**src/rtl/fetch_prefetch.sv**
```systemverilog
// rtl/fetch_prefetch.sv - instruction fetch unit with pipelined request/grant reads and prefetch FIFO
//
// Ports:
//   clk_i, rst_i          clock, synchronous active-high reset
//   redirect_i/_pc_i      load a new fetch PC and flush buffered/in-flight work
//   instr_o, pc_o,
//   valid_o, ready_i      decode-side stream from the FIFO head
//   m_req_o, m_addr_o,
//   m_gnt_i               memory read request channel (grant same cycle)
//   m_rvalid_i, m_rdata_i in-order read responses
module fetch_prefetch #(
    parameter int                   AddrWidth      = 32,
    parameter int                   InstrWidth     = 32,
    parameter int                   Depth          = 4,
    parameter int                   MaxOutstanding = 2,
    parameter logic [AddrWidth-1:0] ResetVector    = '0
) (
    input  logic                  clk_i,
    input  logic                  rst_i,
    input  logic                  redirect_i,
    input  logic [AddrWidth-1:0]  redirect_pc_i,
    output logic [InstrWidth-1:0] instr_o,
    output logic [AddrWidth-1:0]  pc_o,
    output logic                  valid_o,
    input  logic                  ready_i,
    output logic                  m_req_o,
    output logic [AddrWidth-1:0]  m_addr_o,
    input  logic                  m_gnt_i,
    input  logic                  m_rvalid_i,
    input  logic [InstrWidth-1:0] m_rdata_i
);
    localparam int PtrW = $clog2(Depth);
    localparam int CntW = PtrW + 1;
    localparam int OutW = $clog2(MaxOutstanding + 1);
    localparam logic [AddrWidth-1:0] PcInc = AddrWidth'(InstrWidth / 8);

    generate
        if ((Depth < 2) || ((Depth & (Depth - 1)) != 0)) begin : g_bad_depth
            $error("fetch_prefetch: Depth must be a power of 2 and >= 2");
        end
        if ((MaxOutstanding < 1) || (MaxOutstanding > Depth)) begin : g_bad_max_out
            $error("fetch_prefetch: MaxOutstanding must be in 1..Depth");
        end
        if (InstrWidth != 32) begin : g_bad_instr_width
            $error("fetch_prefetch: InstrWidth must be 32");
        end
    endgenerate

    logic [AddrWidth-1:0]  r_fetch_pc;
    logic [AddrWidth-1:0]  r_resp_pc;
    logic [OutW-1:0]       r_outstanding;
    logic [OutW-1:0]       r_discard;
    logic [InstrWidth-1:0] r_instr_mem [Depth];
    logic [AddrWidth-1:0]  r_pc_mem    [Depth];
    logic [PtrW-1:0]       r_wr_ptr;
    logic [PtrW-1:0]       r_rd_ptr;
    logic [CntW-1:0]       r_count;

    logic                  w_fifo_empty;
    logic                  w_credit;
    logic                  w_grant;
    logic                  w_resp;
    logic                  w_push;
    logic                  w_pop;
    logic [AddrWidth-1:0]  w_redirect_pc;

    assign w_fifo_empty  = (r_count == '0);
    assign w_redirect_pc = redirect_pc_i & ~AddrWidth'(3);

    // Counting in-flight requests against free FIFO slots reserves a slot for
    // every granted read, so a returning response always has room.
    assign w_credit = (32'(r_outstanding) < MaxOutstanding) &&
                      ((32'(r_outstanding) + 32'(r_count)) < Depth);

    assign m_req_o  = !rst_i && !redirect_i && w_credit;
    assign m_addr_o = r_fetch_pc;
    assign w_grant  = m_req_o && m_gnt_i;

    // A response with nothing outstanding is a protocol error and is ignored.
    assign w_resp   = m_rvalid_i && (r_outstanding != '0);
    // Responses in a redirect cycle belong to the old stream and are dropped.
    assign w_push   = w_resp && (r_discard == '0) && !redirect_i;

    assign valid_o  = !w_fifo_empty && !redirect_i && !rst_i;
    assign w_pop    = valid_o && ready_i;
    assign instr_o  = (w_fifo_empty || rst_i) ? '0 : r_instr_mem[r_rd_ptr];
    assign pc_o     = (w_fifo_empty || rst_i) ? '0 : r_pc_mem[r_rd_ptr];

    always_ff @(posedge clk_i) begin
        if (rst_i) begin
            r_fetch_pc    <= ResetVector;
            r_resp_pc     <= ResetVector;
            r_outstanding <= '0;
            r_discard     <= '0;
            r_wr_ptr      <= '0;
            r_rd_ptr      <= '0;
            r_count       <= '0;
        end else begin
            r_outstanding <= r_outstanding + OutW'(w_grant) - OutW'(w_resp);

            if (redirect_i) begin
                r_fetch_pc <= w_redirect_pc;
                r_resp_pc  <= w_redirect_pc;
                r_wr_ptr   <= '0;
                r_rd_ptr   <= '0;
                r_count    <= '0;
                // Every request still in flight after this cycle is stale;
                // this already covers any discards pending from earlier redirects.
                r_discard  <= r_outstanding - OutW'(w_resp);
            end else begin
                if (w_grant) begin
                    r_fetch_pc <= r_fetch_pc + PcInc;
                end
                if (w_resp && (r_discard != '0)) begin
                    r_discard <= r_discard - 1'b1;
                end
                if (w_push) begin
                    r_resp_pc <= r_resp_pc + PcInc;
                    r_wr_ptr  <= r_wr_ptr + 1'b1;
                end
                if (w_pop) begin
                    r_rd_ptr <= r_rd_ptr + 1'b1;
                end
                r_count <= r_count + CntW'(w_push) - CntW'(w_pop);
            end
        end
    end

    // Storage needs no reset: the head is masked to zero while the FIFO is empty.
    always_ff @(posedge clk_i) begin
        if (!rst_i && w_push) begin
            r_instr_mem[r_wr_ptr] <= m_rdata_i;
            r_pc_mem[r_wr_ptr]    <= r_resp_pc;
        end
    end

    always_ff @(posedge clk_i) begin
        if (!rst_i) begin
            assert (!(m_rvalid_i && (r_outstanding == '0)));
            assert (32'(r_outstanding) <= MaxOutstanding);
        end
    end
endmodule

```
**config.mk**
```make
export PLATFORM = sky130hd
export DESIGN_NAME = fetch_prefetch
export DESIGN_NICKNAME = d
export VERILOG_FILES = /design/src/rtl/fetch_prefetch.sv
export SDC_FILE = /design/constraint.sdc
export NUM_CORES = 1
export LEC_CHECK = 0
export CAP_MARGIN = 20
export CORE_ASPECT_RATIO = 0.6
export CORE_UTILIZATION = 35
export DETAILED_ROUTE_END_ITERATION = 8
export SLEW_MARGIN = 0
export SYNTH_ARGS = -nofsm -noshare
export SYNTH_HDL_FRONTEND = slang
export SYNTH_SLANG_ARGS = --single-unit
export TNS_END_PERCENT = 10
```
**constraint.sdc**
```tcl
create_clock -name clk_i -period 10.13 [get_ports clk_i]
set_clock_uncertainty 0.2 [all_clocks]
set_input_delay 2.026 -clock clk_i [delete_from_list [all_inputs] [get_ports clk_i]]
set_output_delay 2.026 -clock clk_i [all_outputs]
set_load 0.02 [all_outputs]
```
# Word level (Yosys, flattened, before mapping)

Memory sizes are Yosys's and may differ from the RTL's. A register that Yosys moved wholly into a read port is not among the register bits.
Index checks and enable logic that the tools add are counted.

Reductions and logical operators: 24
Shifts and indexed selects: 0
Magnitude comparators: 2
Multipliers: 0
Equal/unequal tests: 0
Muxes and demuxes: 14
Divide/modulo/power cells: 0
Bitwise gates (word level): 0
Add/sub/neg operators: 11

Operator list:

| operator                | count |
|---|---|
| $mux W32                | 6 |
| $add A32 B3 Y32 const B | 2 |
| $logic_and A1 B1 Y1     | 12 |
| $mux W2                 | 6 |
| $reduce_bool A2 Y1      | 5 |
| $add A2 B1 Y2 const B   | 2 |
| $add A2 B3 Y4           | 1 |
| $lt A4 B3 Y1 const B    | 1 |
| $sub A2 B1 Y2           | 2 |
| $add A3 B1 Y3           | 1 |
| $logic_not A1 Y1        | 3 |
| $logic_not A3 Y1        | 1 |
| $sub A3 B1 Y3           | 1 |
| $add A2 B1 Y2           | 1 |
| $logic_not A2 Y1        | 1 |
| $lt A2 B2 Y1 const B    | 1 |
| $mux W1                 | 2 |
| $reduce_or A2 Y1        | 1 |
| $sub A2 B1 Y2 const B   | 1 |
| $logic_or A1 B1 Y1      | 1 |

Word-level logic and storage cells: 62
Memories kept: 2
Bits of input ports: 70
Output and inout port bits: 98
RAM bits: 256
Memory bits (read-only): 0
Bits in latches: 0
Register bits after elaboration: 75

Memory list:

| name        | words | width | read ports | clocked after Yosys merged registers in | write ports | line | text |
|---|---|---|---|---|---|---|---|
| r_instr_mem | 4     | 32    | 1          | 1                                       | 1           | 53   | `logic [InstrWidth-1:0] r_instr_mem [Depth];` |
| r_pc_mem    | 4     | 32    | 1          | 1                                       | 1           | 54   | `logic [AddrWidth-1:0] r_pc_mem [Depth];` |

# Longest topological paths before layout

Depth after elaboration: 7
Depth in mapped cells: 13

# Worst setup path before layout

Ideal clock, no wire load.

Kind: input -> output
Start: input rst_i
End: output instr_o[10]
Path buffers: 3
Setup slack: 4.735 ns
Data required time: 7.904 ns
Arrival time: 3.169 ns
Cell stages on the path: 5
Cell sequence: buf_2 > or2_2 > clkbuf_1 > clkbuf_1 > nor2b_1

Cells in the longest elaborated chain, start to end: 2

RTL lines:

| element            | line | text |
|---|---|---|
| start: declaration | 19   | `input logic rst_i,` |
| $logic_or A1 B1 Y1 | 86   | `assign instr_o = (w_fifo_empty \|\| rst_i) ? '0 : r_instr_mem[r_rd_ptr];` |
| $mux W32           | 86   |  |
| end: declaration   | 22   | `output logic [InstrWidth-1:0] instr_o,` |

No other way between the ends.

# Worst setup path after layout

Start: input rst_i
End: output instr_o[13]

Same word-level chain as after synthesis.

==> metrics.txt <==
status=finished clean; Slew Viols, Final=0; post-synthesis instance area=approximately 0.014 mm2; most common cell after layout, fill and taps aside=edfxtp_1; Synth top area share=a little under three fifths; Worst-Skew Late Latency=560 ps; largest family of logic cells by synthesized area=simple AND/OR/NAND/NOR gates; crit path max fanout=between 50 and 60; core area=between 0.03 and 0.04 mm2; worst relative slew slack=between 20% and 30%; post-synthesis register bit count=321; worst r2r path cells=7; drt pass-1 iters=5; fin util=a little over two fifths; Die Y=approximately 150 um; Max Cap Violations=0; setup violators final=0; row count=between 50 and 60; Initial Util=35.7%; post-synth top area cell=edfxtp_1; Comb power frac=roughly 7.1%; initial antenna violation count=0; Async SR Flop Fraction=0%; Pwr Density=about 170 mW/mm2; Synth Area in XOR/XNOR=~2.5%; Hold Path Sink=r_wr_ptr[0]; Reg-to-Reg Start=r_outstanding[1]; Main synth FF type=edfxtp_1; largest net degree at the start of global routing=66; Iter 0 DRT Violations=~600; Nets=between 1000 and 1500; RSZ-0062 raised after global routing=false; Post-CTS Hold Buffers=0; residual DRC count=0; CP startpoint kind=input port; WP data arrival=around 4500 ps; crit path kind=input port to primary output; post-cts resize count=0; layout cells sized above 1=13.2%; Worst VDD drop=about 0.11 mV; Final ANT Viol Nets=0; Fill cells=~3400; fmax=0.148 GHz; ranking of synthesized cells by area=edfxtp_1 55%, dfxtp_1 11%, mux4_2 10%, nor2b_1 3.0%, xnor2_1 1.9%; Mean Syn Cell Area=around 15 um2; die width=256 um; Sw Share=between 20% and 30%; io pins=168; Hold Path Origin=r_wr_ptr[0]; total gr overflow=0; Pleak=roughly 5.1 nW; Seq/Total Area, Yosys=between 60% and 70%; root buffer cell=clkbuf_16; CTS clk-pin slew, worst paths=~60 ps; die area=0.0394 mm2; Layout area overhead=22.8%; most frequent cells in the layout=248 x edfxtp_1, 160 x clkdlybuf4s50_1, 71 x dfxtp_1; Worst Hold Class=register to register; Sink Count=321; Post-Synth Adder-Cell Area=1.35%; worst reg-to-reg setup slack=about 7300 ps; complex-gate fraction of the synthesized area=5.54%; fin crit period=6740 ps; Netlist cell types=between 50 and 60; post-route clock period utilization=66.5%; TritonCTS clock tree=built; port bufs=roughly 160; Cell Int Power=2.19 mW; Crit. Startpoint=rst_i; GPL Wtd Cong=slightly above 0.8; Clk network pwr share=between 30% and 40%; clock buffer depth=3; Simple-Gate Fraction of Synth Area=between 10% and 20%; DP Area=around 0.016 mm2; CP Capture Type=primary output; setup TNS=0 ps; via count=8150; fin area=between 0.015 and 0.02 mm2; Vias/cell=5.08; dpl hpwl=between 15000 and 20000 um; # diodes=0; final hold violations=0; vias in the first global route=roughly 8000; post-synthesis mux area share=10.6%; cell count after synthesis=between 900 and 1000; Worst Max-Slew Pin Slew=about 1100 ps; drt wl/cell=roughly 19 um; Post-synth EDFFs=approximately 250; H-Tree Depth=1; Num CTS Buffers=31; Global Route Usage Sum=between 10% and 20%; Cells on Worst Hold Path=2; Critical Path RT=about 7900 ps; first-pass GRT wire length=47500 um; P_sw=~630 uW; Sequential Power Share=53.0%; warnings from Yosys=0; Total Wirelength=slightly above 30000 um; worst reg2reg endpoint=m_addr_o[27]; Post-CTS Setup Bufs=0
## layer usage
metal | wire [um] | part of all wire, % | up-vias | GRT usage, %
met5 | 0 | 0 | - | 0
met4 | 500 | 1.6 | 0 | 2.82
met3 | 1560 | 5.1 | 39 | 2.84
met2 | 13600 | 44 | 197 | 23.5
met1 | 15000 | 49 | 4115 | 23.1
li1 | - | - | 3799 | -
## synth_stat cells, types with 17 or more instances
master and number:
a211oi_1 17, a21oi_1 19, a31oi_1 24, clkbuf_1 35
dfxtp_1 73, edfxtp_1 248, mux4_2 62, nand2_1 62
nand3_1 19, nor2_1 44, nor2b_1 64, nor3_1 17
o21ai_0 19, xnor2_1 29
## sequential cells by signal, summed over array words and instances, names as in the netlist, named ones only
name / cells
r_instr_mem: 128
r_discard: 2
r_rd_ptr: 2
r_resp_pc: 30
r_pc_mem: 120
r_count: 3
m_addr_o: 30
r_outstanding: 2
r_wr_ptr: 2
## logic make-up (layout without fill, tap and decap cells)
| kind of cell | Yosys count | in the layout |
|---|---|---|
| AOI/OAI and AO/OA | 114 | 114 |
| xor gates and xnor gates | 38 | 38 |
| adders and majority gates | 14 | 14 |
| buffers and inverters | 75 | 248 |
| DFF | 321 | 321 |
| muxes | 65 | 65 |
| other | 1 | 4 |
| and+or+nand+nor | 286 | 286 |
## per-stage QoR
step | instances | hold slack (ps) | power (mW) | setup WS, ps
floorplan | 917 | 266 | 1.63 | 4740
global placement | 1545 | 282 | 1.72 | 3350
detailed placement | 1545 | 288 | 1.73 | 3320
CTS | 1602 | 297 | 2.86 | 3320
global route | 1603 | 326 | 2.93 | 3160
finish | 1603 | 301 | 2.82 | 3390
## power by group through the flow
stage	combinational, mW	sequential, mW	clock [mW]
CTS	0.204	1.50	1.16
floorplan	0.110	1.52	0
detailed placement	0.202	1.52	0
global route	0.222	1.50	1.21
global placement	0.201	1.52	0
finish	0.201	1.50	1.13
## how the worst max path moves through the flow
stage,to,cells after the start,slack (ps)
3_5_place_dp,instr_o[13],6,3320
5_1_grt,instr_o[16],6,3160
3_3_place_gp,instr_o[13],6,3350
6_report,instr_o[13],6,3390
4_1_cts,instr_o[13],6,3320
2_1_floorplan,instr_o[10],5,4740
## critical path, cell delays in order
cell and delay, ps:
buf_2 70, buf_4 500, or2_2 730, buf_4 460
nor2b_1 90, clkdlybuf4s50_1 570
## layout make-up
cell class                      count  area [um2]  area share [%]
Inverter                           18        67.6           0.407
Sequential cell                   321        8910            53.7
Timing Repair Buffer              173        1690            10.2
Multi-Input combinational cell    521        4290            25.8
Tap cell                          513         642            3.87
Clock inverter                     13         131           0.792
Clock buffer                       44         855            5.15
(Power assumes the default switching activity.)
